[config.mk]
export PLATFORM = sky130hd
export DESIGN_NAME = prio_encoder_rr
export DESIGN_NICKNAME = d
export VERILOG_FILES = /design/src/rtl/prio_encoder_rr.sv
export SDC_FILE = /design/constraint.sdc
export NUM_CORES = 1
export LEC_CHECK = 0
export BUFFER_PORTS_ARGS = -buffer_cell sky130_fd_sc_hd__buf_2
export CAP_MARGIN = 20
export CORE_MARGIN = 3
export CORE_UTILIZATION = 55
export DETAILED_ROUTE_END_ITERATION = 12
export MAX_ROUTING_LAYER = met4
export PLACE_DENSITY = 0.81
export SLEW_MARGIN = 20
export SYNTH_ARGS = -nofsm -noshare
export SYNTH_HDL_FRONTEND = slang
export SYNTH_SLANG_ARGS = --single-unit
[constraint.sdc]
create_clock -name clk -period 4.6 [get_ports clk]
set_input_delay 0.69 -clock clk [delete_from_list [all_inputs] [get_ports clk]]
set_output_delay 0.69 -clock clk [all_outputs]
set_load 0.02 [all_outputs]
[src/rtl/prio_encoder_rr.sv]
// prio_encoder_rr: registered priority encoder with a one-entry output stage.
// mode=0 grants the highest requesting channel. mode=1 grants round-robin,
// searching upward from a pointer that advances past each accepted RR winner.
// The result is held stable until the consumer accepts it with out_ready.
// A new result can load on the same edge that accepts the previous one.
module prio_encoder_rr #(
  parameter int N = 8,
  localparam int W = $clog2(N)
) (
  input  logic         clk,
  input  logic         rst_n,
  input  logic         en,
  input  logic         mode,
  input  logic [N-1:0] req,
  input  logic         out_ready,
  output logic         out_valid,
  output logic [W-1:0] out_idx,
  output logic [N-1:0] out_grant,
  output logic         none
);

  typedef enum logic [0:0] {
    IDLE = 1'b0,
    HOLD = 1'b1
  } state_t;

  localparam logic [W-1:0] LAST_IDX = W'(N - 1);
  localparam logic [W:0]   N_EXT    = (W + 1)'(N);

  state_t       state, state_nxt;
  logic [W-1:0] ptr, ptr_nxt;
  logic         res_mode, res_mode_nxt;   // mode the held result was produced in
  logic         valid_nxt, none_nxt;
  logic [W-1:0] idx_nxt;
  logic [N-1:0] grant_nxt;

  logic         accept;
  logic         any_req;
  logic         load;
  logic [W-1:0] fp_idx;
  logic [W-1:0] rr_idx;
  logic [W-1:0] win_idx;

  assign any_req = |req;
  assign accept  = (state == HOLD) && out_ready;
  assign load    = en && any_req && ((state == IDLE) || accept);

  // Pointer as it stands after this edge; the RR search must use it so that
  // back-to-back RR grants rotate correctly.
  always_comb begin
    ptr_nxt = ptr;
    if (accept && res_mode) begin
      ptr_nxt = (out_idx == LAST_IDX) ? '0 : out_idx + 1'b1;
    end
  end

  // Fixed priority: highest set bit wins, so later loop iterations override.
  always_comb begin
    // NOTE: every always_comb output gets a default first; without it a path
    // that skips the assignment would infer a latch.
    fp_idx = '0;
    for (int i = 0; i < N; i++) begin
      if (req[i]) fp_idx = W'(i);
    end
  end

  // Round-robin: rotate req so ptr_nxt lands at bit 0, take the lowest set bit
  // and map its position back to a channel number modulo N.
  always_comb begin
    logic [2*N-1:0] dbl;
    logic [N-1:0]   rot;
    logic [W-1:0]   pos;
    logic [W:0]     sum;
    dbl = {req, req};
    rot = N'(dbl >> ptr_nxt);
    pos = '0;
    for (int i = N - 1; i >= 0; i--) begin
      if (rot[i]) pos = W'(i);
    end
    sum    = {1'b0, ptr_nxt} + {1'b0, pos};
    rr_idx = (sum >= N_EXT) ? W'(sum - N_EXT) : W'(sum);
  end

  assign win_idx = mode ? rr_idx : fp_idx;

  // Next-state and next-output selection for the IDLE/HOLD controller.
  always_comb begin
    state_nxt    = state;
    valid_nxt    = out_valid;
    idx_nxt      = out_idx;
    grant_nxt    = out_grant;
    none_nxt     = none;
    res_mode_nxt = res_mode;

    if (load) begin
      state_nxt    = HOLD;
      valid_nxt    = 1'b1;
      idx_nxt      = win_idx;
      grant_nxt    = N'(1) << win_idx;
      none_nxt     = 1'b0;
      res_mode_nxt = mode;
    end else begin
      case (state)
        IDLE: begin
          // Enabled sample with nothing requested: flag it, keep index as is.
          if (en) none_nxt = 1'b1;
        end
        HOLD: begin
          if (accept) begin
            state_nxt = IDLE;
            valid_nxt = 1'b0;
            grant_nxt = '0;
            none_nxt  = en && !any_req;
          end
        end
        default: begin
          state_nxt = IDLE;
          valid_nxt = 1'b0;
          grant_nxt = '0;
        end
      endcase
    end
  end

  // State and output registers; reset clears everything without a clock.
  always_ff @(posedge clk or negedge rst_n) begin
    // NOTE: sequential state uses non-blocking assignments so every register
    // samples pre-edge values, regardless of statement order.
    if (!rst_n) begin
      state     <= IDLE;
      out_valid <= 1'b0;
      out_idx   <= '0;
      out_grant <= '0;
      none      <= 1'b0;
      ptr       <= '0;
      res_mode  <= 1'b0;
    end else begin
      state     <= state_nxt;
      out_valid <= valid_nxt;
      out_idx   <= idx_nxt;
      out_grant <= grant_nxt;
      none      <= none_nxt;
      ptr       <= ptr_nxt;
      res_mode  <= res_mode_nxt;
    end
  end

  // Grant is always the one-hot decode of the index while valid, else zero.
  a_grant_decode: assert property (@(posedge clk) disable iff (!rst_n)
    out_grant == (out_valid ? (N'(1) << out_idx) : '0));

endmodule

* Yosys cells after proc, flatten, opt, wreduce, memory -nomap -nowiden
Index checks and enable logic that the tools add are counted.
** Cells by class
- $add $sub $neg :: 3
- Magnitude comparators :: 1
- Eq/ne operators :: 3
- Shift-type cells :: 2
- Muxes and demuxes :: 32
- Bitwise logic cells :: 1
- Reductions and logical operators :: 12
** Operators by type and width (count)
- 3-bit two-way mux :: 17
- 8-bit two-way mux :: 3
- 16-bit by 3-bit >> shifter with 8-bit output :: 1
- 1-bit two-way mux :: 10
- 8-bit OR reduction :: 1
- 1-bit by 3-bit << shifter with 8-bit output (first input constant) :: 1
- 1-bit logical AND :: 5
- 3-bit by 3-bit adder with 4-bit output :: 1
- 4-bit greater-or-equal comparator (second input constant) :: 1
- 2-bit AND reduction :: 2
- 2-bit nonzero test :: 2
- 3-bit by 1-bit adder with 3-bit output (second input constant) :: 1
- 3-bit equality test (second input constant) :: 1
- 3-bit by 1-bit != test with 1-bit output (second input constant) :: 1
- 3-bit != test (second input constant) :: 1
- 3-bit by 1-bit subtractor with 3-bit output (second input constant) :: 1
- 2-bit two-way mux :: 1
- 1-bit case mux with 2 select lines :: 1
- 1-bit zero test :: 1
- 1-bit logical OR :: 1
- 1-bit inverter :: 1
** Storage, ports and cells
- Bits in registers :: 18
- Output and inout bits :: 13

* Logic depth before layout (Yosys ltp)
Gate-level depths: netlist (run 1).
- Depth in word-level cells :: 18
- Depth in mapped cells :: 20
- Gate-level depth less buffers :: 18

* Worst setup path after synthesis (run 1)
Ideal clock, no wire load.
- Kind :: register to register
- From :: register out_idx[0]
- To :: register out_grant[0]
- Data arrival time :: 3.950 ns
- Data required time :: 4.478 ns
- Setup slack :: 0.529 ns
- Stages on the path, launching flop included :: 17
- Cells stage by stage :: dfrtp_1 -> ha_1 -> ha_1 -> clkbuf_1 -> nor2b_1 -> mux2_4 -> buf_4 -> mux4_2 -> or4_1 -> a211o_1 -> nand2_1 -> ha_1 -> inv_1 -> fa_1 -> a21oi_1 -> nor3_1 -> a32o_1
** On the way
- Cells in the longest elaborated chain, start to end :: 18
- Elaborated cells between the ends (all ways) :: 20
** RTL lines
- start, declared :: line 17 : output logic [W-1:0] out_idx,
- start signal, assigned :: line 140 : out_idx <= idx_nxt;
- 3-bit by 1-bit adder with 3-bit output or 3-bit equality test (tied branches) :: line 53 : ptr_nxt = (out_idx == LAST_IDX) ? '0 : out_idx + 1'b1;
- 3-bit two-way mux (*) :: line 53
- 3-bit two-way mux (*) :: line 52 : if (accept && res_mode) begin
- net ptr_nxt[1] :: line 31 : logic [W-1:0] ptr, ptr_nxt;
- 16-bit by 3-bit >> shifter with 8-bit output :: line 75 : rot = N'(dbl >> ptr_nxt);
- 3-bit two-way mux (8 in a row) :: line 78 : if (rot[i]) pos = W'(i);
- 3-bit by 3-bit adder with 4-bit output (*) :: line 80 : sum = {1'b0, ptr_nxt} + {1'b0, pos};
- 4-bit greater-or-equal comparator or 3-bit by 1-bit subtractor with 3-bit output (tied branches) :: line 81 : rr_idx = (sum >= N_EXT) ? W'(sum - N_EXT) : W'(sum);
- 3-bit two-way mux (*) :: line 81
- 3-bit two-way mux (*) :: line 84 : assign win_idx = mode ? rr_idx : fp_idx;
- 1-bit by 3-bit << shifter with 8-bit output (*) :: line 99 : grant_nxt = N'(1) << win_idx;
- 8-bit two-way mux (*) :: line 95 : if (load) begin
- end signal, assigned :: line 141 : out_grant <= grant_nxt;
- end, declared :: line 18 : output logic [N-1:0] out_grant,
The timed path passes the listed nets; every way through them passes the cells marked *.
A chain may end at the register's enable or synchronous reset.

* Worst setup path after layout (run 1)
- From :: register out_idx[0]
- To :: register out_grant[0]
** On the way
- Cells in the longest elaborated chain, start to end :: 18
- Elaborated cells between the ends (all ways) :: 20
** RTL lines (line)
- 3-bit by 1-bit adder with 3-bit output or 3-bit equality test (tied branches) :: 53
- 3-bit two-way mux (*) :: 53
- 3-bit two-way mux (*) :: 52
- 16-bit by 3-bit >> shifter with 8-bit output :: 75
- 3-bit two-way mux (8 in a row) :: 78
- 3-bit by 3-bit adder with 4-bit output (*) :: 80
- 4-bit greater-or-equal comparator or 3-bit by 1-bit subtractor with 3-bit output (tied branches) :: 81
- 3-bit two-way mux (*) :: 81
- 3-bit two-way mux (*) :: 84
- 1-bit by 3-bit << shifter with 8-bit output (*) :: 99
- 8-bit two-way mux (*) :: 95
Every way passes the cells marked *; elsewhere a longest branch is shown, timed or not.

==> impl_metrics.ini, run 1 <==
[sta]
hold_viol = 0
max_slew_margin = 0.5695
setup_viol = 0
fin_crit_ns = 4.194
final-max-slew-violation-count = 0
tns_ns = 0
fin_skew_ns = 0.008522
rsz0062_at_grt = false
tightestPinTransition_ns = 0.6433
fmax_mhz = 238.4
holdWs_ns = 0.3092
post-route-period-util = 0.9117

[grt]
grt_antenna_before_repair = 0
globalRouteOverflowTotal = 0
grt_pass1_vias = 1634
grt_max_degree = 19
grt_use_total = 0.2491
grt_first_pass_wirelength_mm = 7.838

[synthesis]
syn_avg_cell_area_um2 = 8.828
synth_cells = 199
ys_ff_latch = 18
synth_top_cell_area_share = 0.2564
synth_area_leaders = dfrtp_1 26%, nor2_1 5.3%, mux4_2 5.1%, mux2i_1 4.6%, a2111oi_0 4.0%
syn_area_um2 = 1757
synth_flop_cell = dfrtp_1
synth_edf_count = 0
yosys.area.top_type = dfrtp_1
seq_area_frac_synth = 0.2564
synthesis.nets = 216
synth_cell_type_count = 53
synthArstFlopShare = 1.000
ys_warn_count = 0

[run]
maxCapViolCount = 0

[route]
dr.first_iter.drc_count = 116
ant_nets = 0
top_layer = met4
wl_met2_mm = 2.142
wl_met3_um = 250
post_drt_wl_per_cell_um = 17.50
vias_per_cell = 6.405
dr.pass1.iters = 4
finalWirelength_mm = 4.498
vias = 1646
route.detailed.drc = 0
met1_length_mm = 1.998

[pwr]
p_seq_frac = 0.210
power_density_nw_per_um2 = 646.1
power.share.combinational = 0.709
p_sw_uw = 605.8
leakage_uw = 0.0008368
max-vdd-ir-drop_mv = 0.3695
p_clk_frac = 0.081
switching_share = 0.4901
p_int_uw = 630.3

[finish]
fillers = 251
final_nets = 233
insertedDiodeCount = 0
layout.cells.non_filler = 257
seqCellArea_um2 = 450.4
drive_gt1_frac = 0.2512
area_growth_syn_to_layout_pct = 8.903
multiInputGateArea_um2 = 1196

[worst_setup_path]
cp-end-kind = flip-flop
critPathRequiredTime_ns = 4.79
r2r_slack_ns = 0.41
startpoint_type = flip-flop
rr_worst_depth = 16
timing.rr.end = out_grant[0]$_DFFE_PN0P_
startpoint = out_idx[0]$_DFFE_PN0P_
worst-path-max-fanout = 15
timing.rr.start = out_idx[0]$_DFFE_PN0P_
path_class = flip-flop to flip-flop
arrival_ns = 4.38

[clock_tree]
post_cts_buffers = 0
cts_tree = built
cts.repair.resized = 0
clock_latency_ns = 0.29
ctsRootBufferMaster = clkbuf_4
ctsHoldBuffers = 0
tritoncts.num_buffers = 3
clk_pin_slew_worst_paths_ns = 0.11
clock_sinks = 18
htreeDepth = 1
cts_buffer_depth = 2

[placed_design]
place_inst = 253
gp_congestion = 0.8926
dpl.hpwl_mm = 3.337
io_buffers = 25

[die]
die_w_um = 62.52
rows = 19
dieArea_um2 = 3908
die_h_um = 62.52
initial_core_util = 0.6057
core-area_um2 = 2900
io_pins = 26

[worst_hold_path]
hold_class = input port to asynchronous set/reset pin

[run_status]
status = complete, no violations
[flip-flops by register name, indices dropped and copies added (netlist names)]
signal / count
none: 1
out_grant: 8
out_idx: 3
out_valid: 1
ptr: 3
res_mode: 1
state: 1
[cell usage in the layout, fill, tap and decap left out, drive strengths merged, types with 3 or more instances in the layout]
cell type	count
buf	27
nor2	25
dfrtp	18
nand2	15
mux2i	10
inv	10
a21oi	9
nor2b	8
a2111oi	8
nor3	8
mux2	8
o21ai	7
mux4	5
nor4b	4
nor3b	4
clkbuf	4
o31ai	3
a22o	3
ha	3
or4	3
nand3	3
[synth_stat cells, types with 2 or more instances]
library cell and instances:
clkbuf_1 11, buf_6 2, xnor2_1 2, and3_1 2, inv_2 3, mux4_2 4, nor4b_1 4, ha_1 3
mux2_1 2, inv_1 7, mux2_2 5, a32oi_1 2, nor4_1 2, a2111oi_0 8, or2_2 2, nor3_1 8
a21o_1 2, nor3b_1 4, dfrtp_1 18, o21ai_0 7, o21a_1 2, a21oi_1 9, nand3_1 2, nor2_1 25
or4_4 2, mux2i_1 8, a22o_1 3, nor2b_1 8, mux2i_4 2, o31ai_1 3, nand2_1 15
[per-layer routing]
| metal | up-vias | global-route usage |
|---|---|---|
| met2 | 69 | 0.3955 |
| met5 | - | - |
| li1 | 773 | - |
| met3 | 10 | 0.04317 |
| met4 | 0 | 0.09091 |
| met1 | 794 | 0.3194 |
[critical path, stage by stage (launching register included)]
cell     delay (ns)
dfrtp_1        0.47
ha_1           0.44
nor2b_1        0.18
mux2_4         0.37
inv_2          0.25
nor2_1         0.06
o21ai_0        0.17
a21oi_1        0.09
or4_1          0.40
a211o_1        0.27
nand2_1        0.08
ha_1           0.14
inv_1          0.05
fa_1           0.46
a21oi_2        0.30
nor3_1         0.10
a32o_1         0.25
[how the worst max path moves through the flow]
| stage | endpoint | depth (start not counted) |
|---|---|---|
| 6_report | out_grant[0]$_DFFE_PN0P_ | 16 |
| 5_1_grt | out_grant[4]$_DFFE_PN0P_ | 18 |
| 4_1_cts | out_grant[0]$_DFFE_PN0P_ | 17 |
| 3_5_place_dp | out_grant[0]$_DFFE_PN0P_ | 16 |
| 3_3_place_gp | out_grant[0]$_DFFE_PN0P_ | 14 |
| 2_1_floorplan | out_grant[0]$_DFFE_PN0P_ | 16 |
[power groups by stage]
stage	combinational [uW]	sequential, uW	clock, uW
final	877	260	99.8
after global routing	958	266	112
after CTS	858	258	102
after detailed placement	851	260	0
after global placement	813	257	0
after floorplan	638	294	0
[layout make-up]
class / count / area share
clock buffers: 4 / 0.01897
inverters: 10 / 0.01962
multi-input cells: 156 / 0.6252
flip-flops and latches: 18 / 0.2354
well taps: 42 / 0.02747
repair buffers: 27 / 0.07325
[stage by stage]
stage	setup WS, ns	utilization	power, uW	instance area (um^2)
after global placement	0.3982	0.6458	1070	1873
final	0.4060	0.6596	1236	1913
after CTS	0.2934	0.6583	1217	1909
after floorplan	0.5287	-	932.0	1757
after global routing	0.1043	0.6596	1336	1913
after detailed placement	0.2478	0.6458	1111	1873
[cells by family after synthesis]
logic type	synth area share
adder cells (fa/ha/maj)	0.03277
AND/OR/NAND/NOR	0.2529
AO/OA/AOI/OAI	0.1923
XOR/XNOR	0.009973
multiplexers	0.1909
buffers and inverters	0.06482
flip-flops	0.2564
(Power assumes the default switching activity.)
==> run 2, diff against run 1 <==
ABC_AREA = 1   (was unset)
MAX_ROUTING_LAYER = unset   (was met4)
PLACE_DENSITY = 0.82   (was 0.81)
==> run 2 against run 1 <==
  * Area after synthesis down 12%
  * Sequential share of layout area up 3.0 points
  * Cell area down 11%
  * Register-to-register slack better by 0.50 ns
  * Highest routed layer unchanged
==> impl_metrics.ini, run 2 <==
[run_status]
status = complete, no violations

[grt]
globalRouteOverflowTotal = 0
grt_pass1_vias = 1408
grt_max_degree = 19
grt_antenna_before_repair = 0
grt_use_total = 0.2168
grt_first_pass_wirelength_mm = 5.920

[clock_tree]
clock_latency_ns = 0.29
clock_sinks = 18
ctsHoldBuffers = 0
clk_pin_slew_worst_paths_ns = 0.10
htreeDepth = 1
tritoncts.num_buffers = 3
cts.repair.resized = 0
post_cts_buffers = 0
cts_tree = built
ctsRootBufferMaster = clkbuf_4
cts_buffer_depth = 2

[synthesis]
synth_cells = 230
synth_top_cell_area_share = 0.2927
yosys-top-cells-count = 82 x nand2_1, 43 x nand3_1, 26 x inv_1, 18 x dfrtp_1, 12 x nor2_1
synthSimpleGateAreaFrac = 0.5285
synth_compound_area_frac = 0.04228
synth_most_common_cell = nand2_1
syn_avg_cell_area_um2 = 6.691
yosys.area.top_type = dfrtp_1
seq_area_frac_synth = 0.2927
muxShareOfSynthArea = 0
synth_top_family_by_area = simple AND/OR/NAND/NOR gates
synth_area_leaders = dfrtp_1 29%, nand2_1 20%, nand3_1 14%, inv_1 6.3%, nand3_2 3.9%
synth_cell_type_count = 28
synth_edf_count = 0
syn_area_um2 = 1539
synthesis.nets = 247
synthXorXnorAreaFrac = 0.005691
synth_fa_ha_area_frac = 0.03740
ys_warn_count = 0
ys_ff_latch = 18
synthArstFlopShare = 1.000
synth_flop_cell = dfrtp_1

[sta]
worst_slack_ns = 0.9110
tightestPinTransition_ns = 0.5731
fin_crit_ns = 3.689
max_slew_margin = 0.6165
rsz0062_at_grt = false
hold_viol = 0
fin_skew_ns = 0.002075
setup_viol = 0
final-max-slew-violation-count = 0
fmax_mhz = 271.1
post-route-period-util = 0.8020
tns_ns = 0

[finish]
final_design_area_no_fill_um2 = 1699
mostFrequentLayoutCell = nand2_1
area_growth_syn_to_layout_pct = 10.41
seqCellArea_um2 = 450.4
largest_registers = out_grant (8), out_idx (3), ptr (3)
multiInputGateArea_um2 = 944.7
final_nets = 274
mostFrequentLayoutCells = 82 x nand2_1, 43 x nand3_1, 26 x inv_1, 25 x buf_2, 18 x dfrtp_1
largest_reg_flops = 8
drive_gt1_frac = 0.2031
regMostFlops = out_grant
insertedDiodeCount = 0
fillers = 218

[worst_setup_path]
r2r_slack_ns = 0.91
rr_worst_depth = 21
cp_cell_sequence = ha_1 > ha_1 > nor2_1 > nand2_4 > nand2_4 > nand2_1 > nand3_1 > nand3_1 > nand2_1 > a31oi_1 > o21ai_1 > nand2_1 > a21boi_1 > ha_1 > inv_1 > fa_1 > nand2_1 > and2_0 > nor3_1 > nand3_1 > nand2_1
max_stage_delay_ns = 0.48
critPathRequiredTime_ns = 4.83
startpoint_type = flip-flop
worst-path-max-fanout = 13
cp-end-kind = flip-flop
timing.rr.end = out_grant[0]$_DFFE_PN0P_
cp_top_family = simple AND/OR/NAND/NOR gates
timing.rr.start = out_idx[0]$_DFFE_PN0P_
crit_top_cell = nand2_1
critPathBufInv = 1
arrival_ns = 3.92
path_class = flip-flop to flip-flop
cp_slowest_cell = fa_1

[die]
die_h_um = 58.90
dieArea_um2 = 3469
die_w_um = 58.90
rows = 18
initial_core_util = 0.5994
io_pins = 26
core-area_um2 = 2567

[pwr]
finalPower_uw = 1120
leakage_uw = 0.0009949
power_density_nw_per_um2 = 658.9
max-vdd-ir-drop_mv = 0.4163

[placed_design]
place_ws_ns = 0.9256
gp_congestion = 0.9183
io_buffers = 25
dpl_cell_area_um2 = 1663
dpl.hpwl_mm = 2.699

[route]
wl_met2_mm = 1.488
route.detailed.drc = 0
finalWirelength_mm = 3.338
vias_per_cell = 5.248
met1_length_mm = 1.642
ant_nets = 0
post_drt_wl_per_cell_um = 11.67
vias = 1501
wl_met3_um = 192
top_layer = met4
dr.pass1.iters = 4
dr.first_iter.drc_count = 98

[run]
maxCapViolCount = 0

[worst_hold_path]
hold_class = input port to asynchronous set/reset pin
-- run 2: through the flow --
stage | instances | hold slack [ns] | util
after global placement | 282 | 0.4599 | 0.6477
after floorplan | 230 | 0.3944 | -
final | 286 | 0.3057 | 0.6618
after CTS | 286 | 0.3095 | 0.6618
after global routing | 286 | 0.3039 | 0.6618
after detailed placement | 282 | 0.4668 | 0.6477
-- run 2: cells by family (layout without fill, tap and decap cells) --
kind of cell,after synthesis,in the layout
flops,18,18
compound gates,11,11
simple gates,166,166
buf+inv,30,56
xor+xnor,1,1
fa+ha+maj,4,4
-- run 2: how the worst max path moves through the flow --
stage	depth (start not counted)	start	to
4_1_cts	23	out_idx[0]$_DFFE_PN0P_	out_grant[0]$_DFFE_PN0P_
3_3_place_gp	20	out_ready	out_grant[4]$_DFFE_PN0P_
2_1_floorplan	22	out_idx[0]$_DFFE_PN0P_	out_grant[4]$_DFFE_PN0P_
5_1_grt	23	out_idx[0]$_DFFE_PN0P_	out_grant[4]$_DFFE_PN0P_
6_report	21	out_idx[0]$_DFFE_PN0P_	out_grant[0]$_DFFE_PN0P_
3_5_place_dp	20	out_ready	out_grant[4]$_DFFE_PN0P_
-- run 2: metal layers --
| metal | global-route usage | vias up |
|---|---|---|
| met5 | 0 | - |
| met4 | 0.05178 | 0 |
| met3 | 0.05044 | 2 |
| met2 | 0.3375 | 48 |
| met1 | 0.3045 | 657 |
| li1 | - | 794 |
-- run 2: area by class of cell --
type	count	share of cell area
Multi-Input combinational cell	182	0.5560
Inverter	26	0.05744
Tap cell	30	0.02209
Clock buffer	4	0.02135
Sequential cell	18	0.2651
Timing Repair Buffer	26	0.07806
-- run 2: where the power goes --
group          internal, uW  switching [uW]
clock network          48.2            48.1
registers               207            30.6
logic                   265             521
-- run 2: worst reg2reg max path, stage by stage, from the launching register on --
cell and delay, ns:
dfrtp_1 0.43, ha_1 0.21, ha_1 0.19, nor2_1 0.24, nand2_4 0.13, nand2_4 0.18
nand2_1 0.10, nand3_1 0.10, nand3_1 0.09, nand2_1 0.13, a31oi_1 0.06, o21ai_1 0.12
nand2_1 0.06, a21boi_1 0.14, ha_1 0.17, inv_1 0.05, fa_1 0.48, nand2_1 0.05
and2_0 0.20, nor3_1 0.29, nand3_1 0.13, nand2_1 0.09
==> run 3, diff against run 2 <==
clock period = 3.6 ns   (was 4.6 ns; I/O delays follow)
==> run 3 against run 2 <==
  * Clock-buffer cell count unchanged
  * Register-to-register slack got worse by 0.72 ns
  * Critical endpoint is now out_grant[6]$_DFFE_PN0P_
  * Cell count increased by 4.2%
  * Largest power group unchanged
  * First-iteration DRC count increased by 6.1%
  * Utilization increased by 6.6 points
==> impl_metrics.ini, run 3 (synthesis gave the netlist of run 2 again) <==
[die]
dieArea_um2 = 3469
die_w_um = 58.90
initial_core_util = 0.5994
die_h_um = 58.90
core-area_um2 = 2567
rows = 18
io_pins = 26

[worst_setup_path]
cp_slowest_cell = dfrtp_1
path_class = flip-flop to flip-flop
crit_top_cell = nand2_1
cp-end-kind = flip-flop
worst-path-max-fanout = 6
max_stage_delay_ns = 0.43
arrival_ns = 3.66
cp_cell_sequence = ha_2 > ha_2 > nor2_2 > nand2_1 > o21ai_2 > buf_6 > nand3_2 > nand2_1 > nand2_1 > nand2_2 > a31oi_1 > o21ai_1 > nand2_1 > a21boi_2 > ha_2 > inv_1 > fa_1 > nand2_1 > and2_4 > nand2_1 > nor2_2 > nand4_1 > nand2_1
r2r_slack_ns = 0.19
critPathRequiredTime_ns = 3.85
startpoint_type = flip-flop

[finish]
final_design_area_no_fill_um2 = 1868
area_growth_syn_to_layout_pct = 21.38
layout.cells.non_filler = 298
fillers = 215
final_nets = 286
mostFrequentLayoutCells = 77 x nand2_1, 43 x nand3_1, 26 x inv_1, 26 x buf_2, 18 x dfrtp_1
mostFrequentLayoutCell = nand2_1
regMostFlops = out_grant
drive_gt1_frac = 0.2948
largest_registers = out_grant (8), out_idx (3), ptr (3)
largest_reg_flops = 8
insertedDiodeCount = 0

[placed_design]
dpl_cell_area_um2 = 1685
place_inst = 285
gp_congestion = 0.8560
io_buffers = 25
dpl.hpwl_mm = 2.753

[route]
post_drt_wl_per_cell_um = 13.96
finalWirelength_mm = 4.159
dr.pass1.iters = 6
ant_nets = 0
vias = 1664
vias_per_cell = 5.584
route.detailed.drc = 0
dr.first_iter.drc_count = 104

[grt]
grt_max_degree = 19
globalRouteOverflowTotal = 0
grt_pass1_vias = 1470
grt_antenna_before_repair = 0
grt_use_total = 0.2378
grt_first_pass_wirelength_mm = 6.527

[clock_tree]
tritoncts.num_buffers = 3
clock_latency_ns = 0.30
cts_buffer_depth = 2
ctsHoldBuffers = 0
htreeDepth = 1
cts_tree = built
clock_sinks = 18
clk_pin_slew_worst_paths_ns = 0.11
ctsRootBufferMaster = clkbuf_4

[pwr]
switching_share = 0.5341
p_int_uw = 783.1
p_clk_frac = 0.077
p_sw_uw = 897.7
power.share.combinational = 0.741
p_seq_frac = 0.182
max-vdd-ir-drop_mv = 0.6528
leakage_uw = 0.001065
power_density_nw_per_um2 = 899.8

[sta]
fin_skew_ns = 0.004720
setup_viol = 0
post-route-period-util = 0.9472
fmax_mhz = 293.3
fin_crit_ns = 3.410
tightestPinTransition_ns = 0.5561
max_slew_margin = 0.6279
final-max-slew-violation-count = 0
hold_viol = 0
tns_ns = 0

[worst_hold_path]
hold_class = input port to asynchronous set/reset pin

[run_status]
status = complete, no violations

[run]
maxCapViolCount = 0
## run 3: changes by cell type in the layout (fill, tap and decap cells not counted), moves of 3 or more
cell / previous run / this run
nor2_1: 12 / 9
ha_2: 0 / 3
nand2_2: 7 / 12
buf_4: 1 / 10
nand2_1: 82 / 77
ha_1: 3 / 0
## run 3: layout make-up
type | count | area [um^2] | area share
Tap cell | 30 | 37.54 | 0.02009
Multi-Input combinational cell | 183 | 1030 | 0.5512
Inverter | 26 | 97.59 | 0.05224
Timing Repair Buffer | 37 | 216.5 | 0.1159
Sequential cell | 18 | 450.4 | 0.2411
Clock buffer | 4 | 36.28 | 0.01942
## run 3: per-layer routing
layer  vias up  track usage  part of all wire
met5         -            0                 0
met4         0      0.04531             0.025
met3        13      0.04386             0.085
met2        80       0.3691              0.46
met1       751       0.3476              0.43
li1        820            -                 -
## run 3: power groups by stage
stage / clock (uW) / combinational (uW) / sequential, uW
after floorplan: 0 / 782 / 360
after global routing: 137 / 1390 / 315
after CTS: 129 / 1030 / 305
after global placement: 0 / 1020 / 306
final: 129 / 1250 / 306
after detailed placement: 0 / 1030 / 307
## run 3: stage by stage
stage	util	power, uW	setup slack [ns]	hold WS, ns
global placement	0.6564	1323	0.1100	0.4592
CTS	0.6715	1469	0.04590	0.1530
global route	0.7276	1841	-0.09466	0.1565
finish	0.7276	1681	0.1900	0.1397
floorplan	-	1142	0.2611	0.2444
detailed placement	0.6564	1334	0.03230	0.4608
## run 3: final timing paths
kind                                           from                        to  depth (start not counted)
max                          out_idx[0]$_DFFE_PN0P_  out_grant[6]$_DFFE_PN0P_                         23
min                                           rst_n  out_grant[4]$_DFFE_PN0P_                          1
max reg2reg                  out_idx[0]$_DFFE_PN0P_  out_grant[6]$_DFFE_PN0P_                         23
min reg2reg                out_grant[5]$_DFFE_PN0P_  out_grant[5]$_DFFE_PN0P_                          2
max in group asynchronous                     rst_n    out_idx[1]$_DFFE_PN0P_                          1
min in group clk                                 en           state$_DFF_PN0_                          3
## run 3: what timing repair did
| action | CTS | global route |
|---|---|---|
| pin swaps | 0 | 10 |
| gates cloned | 0 | 2 |
| buffers inserted | 0 | 7 |
| resized for setup | 1 | 21 |
| endpoints found under the setup margin | 1 | 10 |
## run 3: worst max-delay path, delay by kind of cell (launching register included)
family,cells,cell delay [ns]
compound gates,4,0.47
fa+ha+maj,4,1.00
buf+inv,2,0.20
flops,1,0.43
simple gates,13,1.25
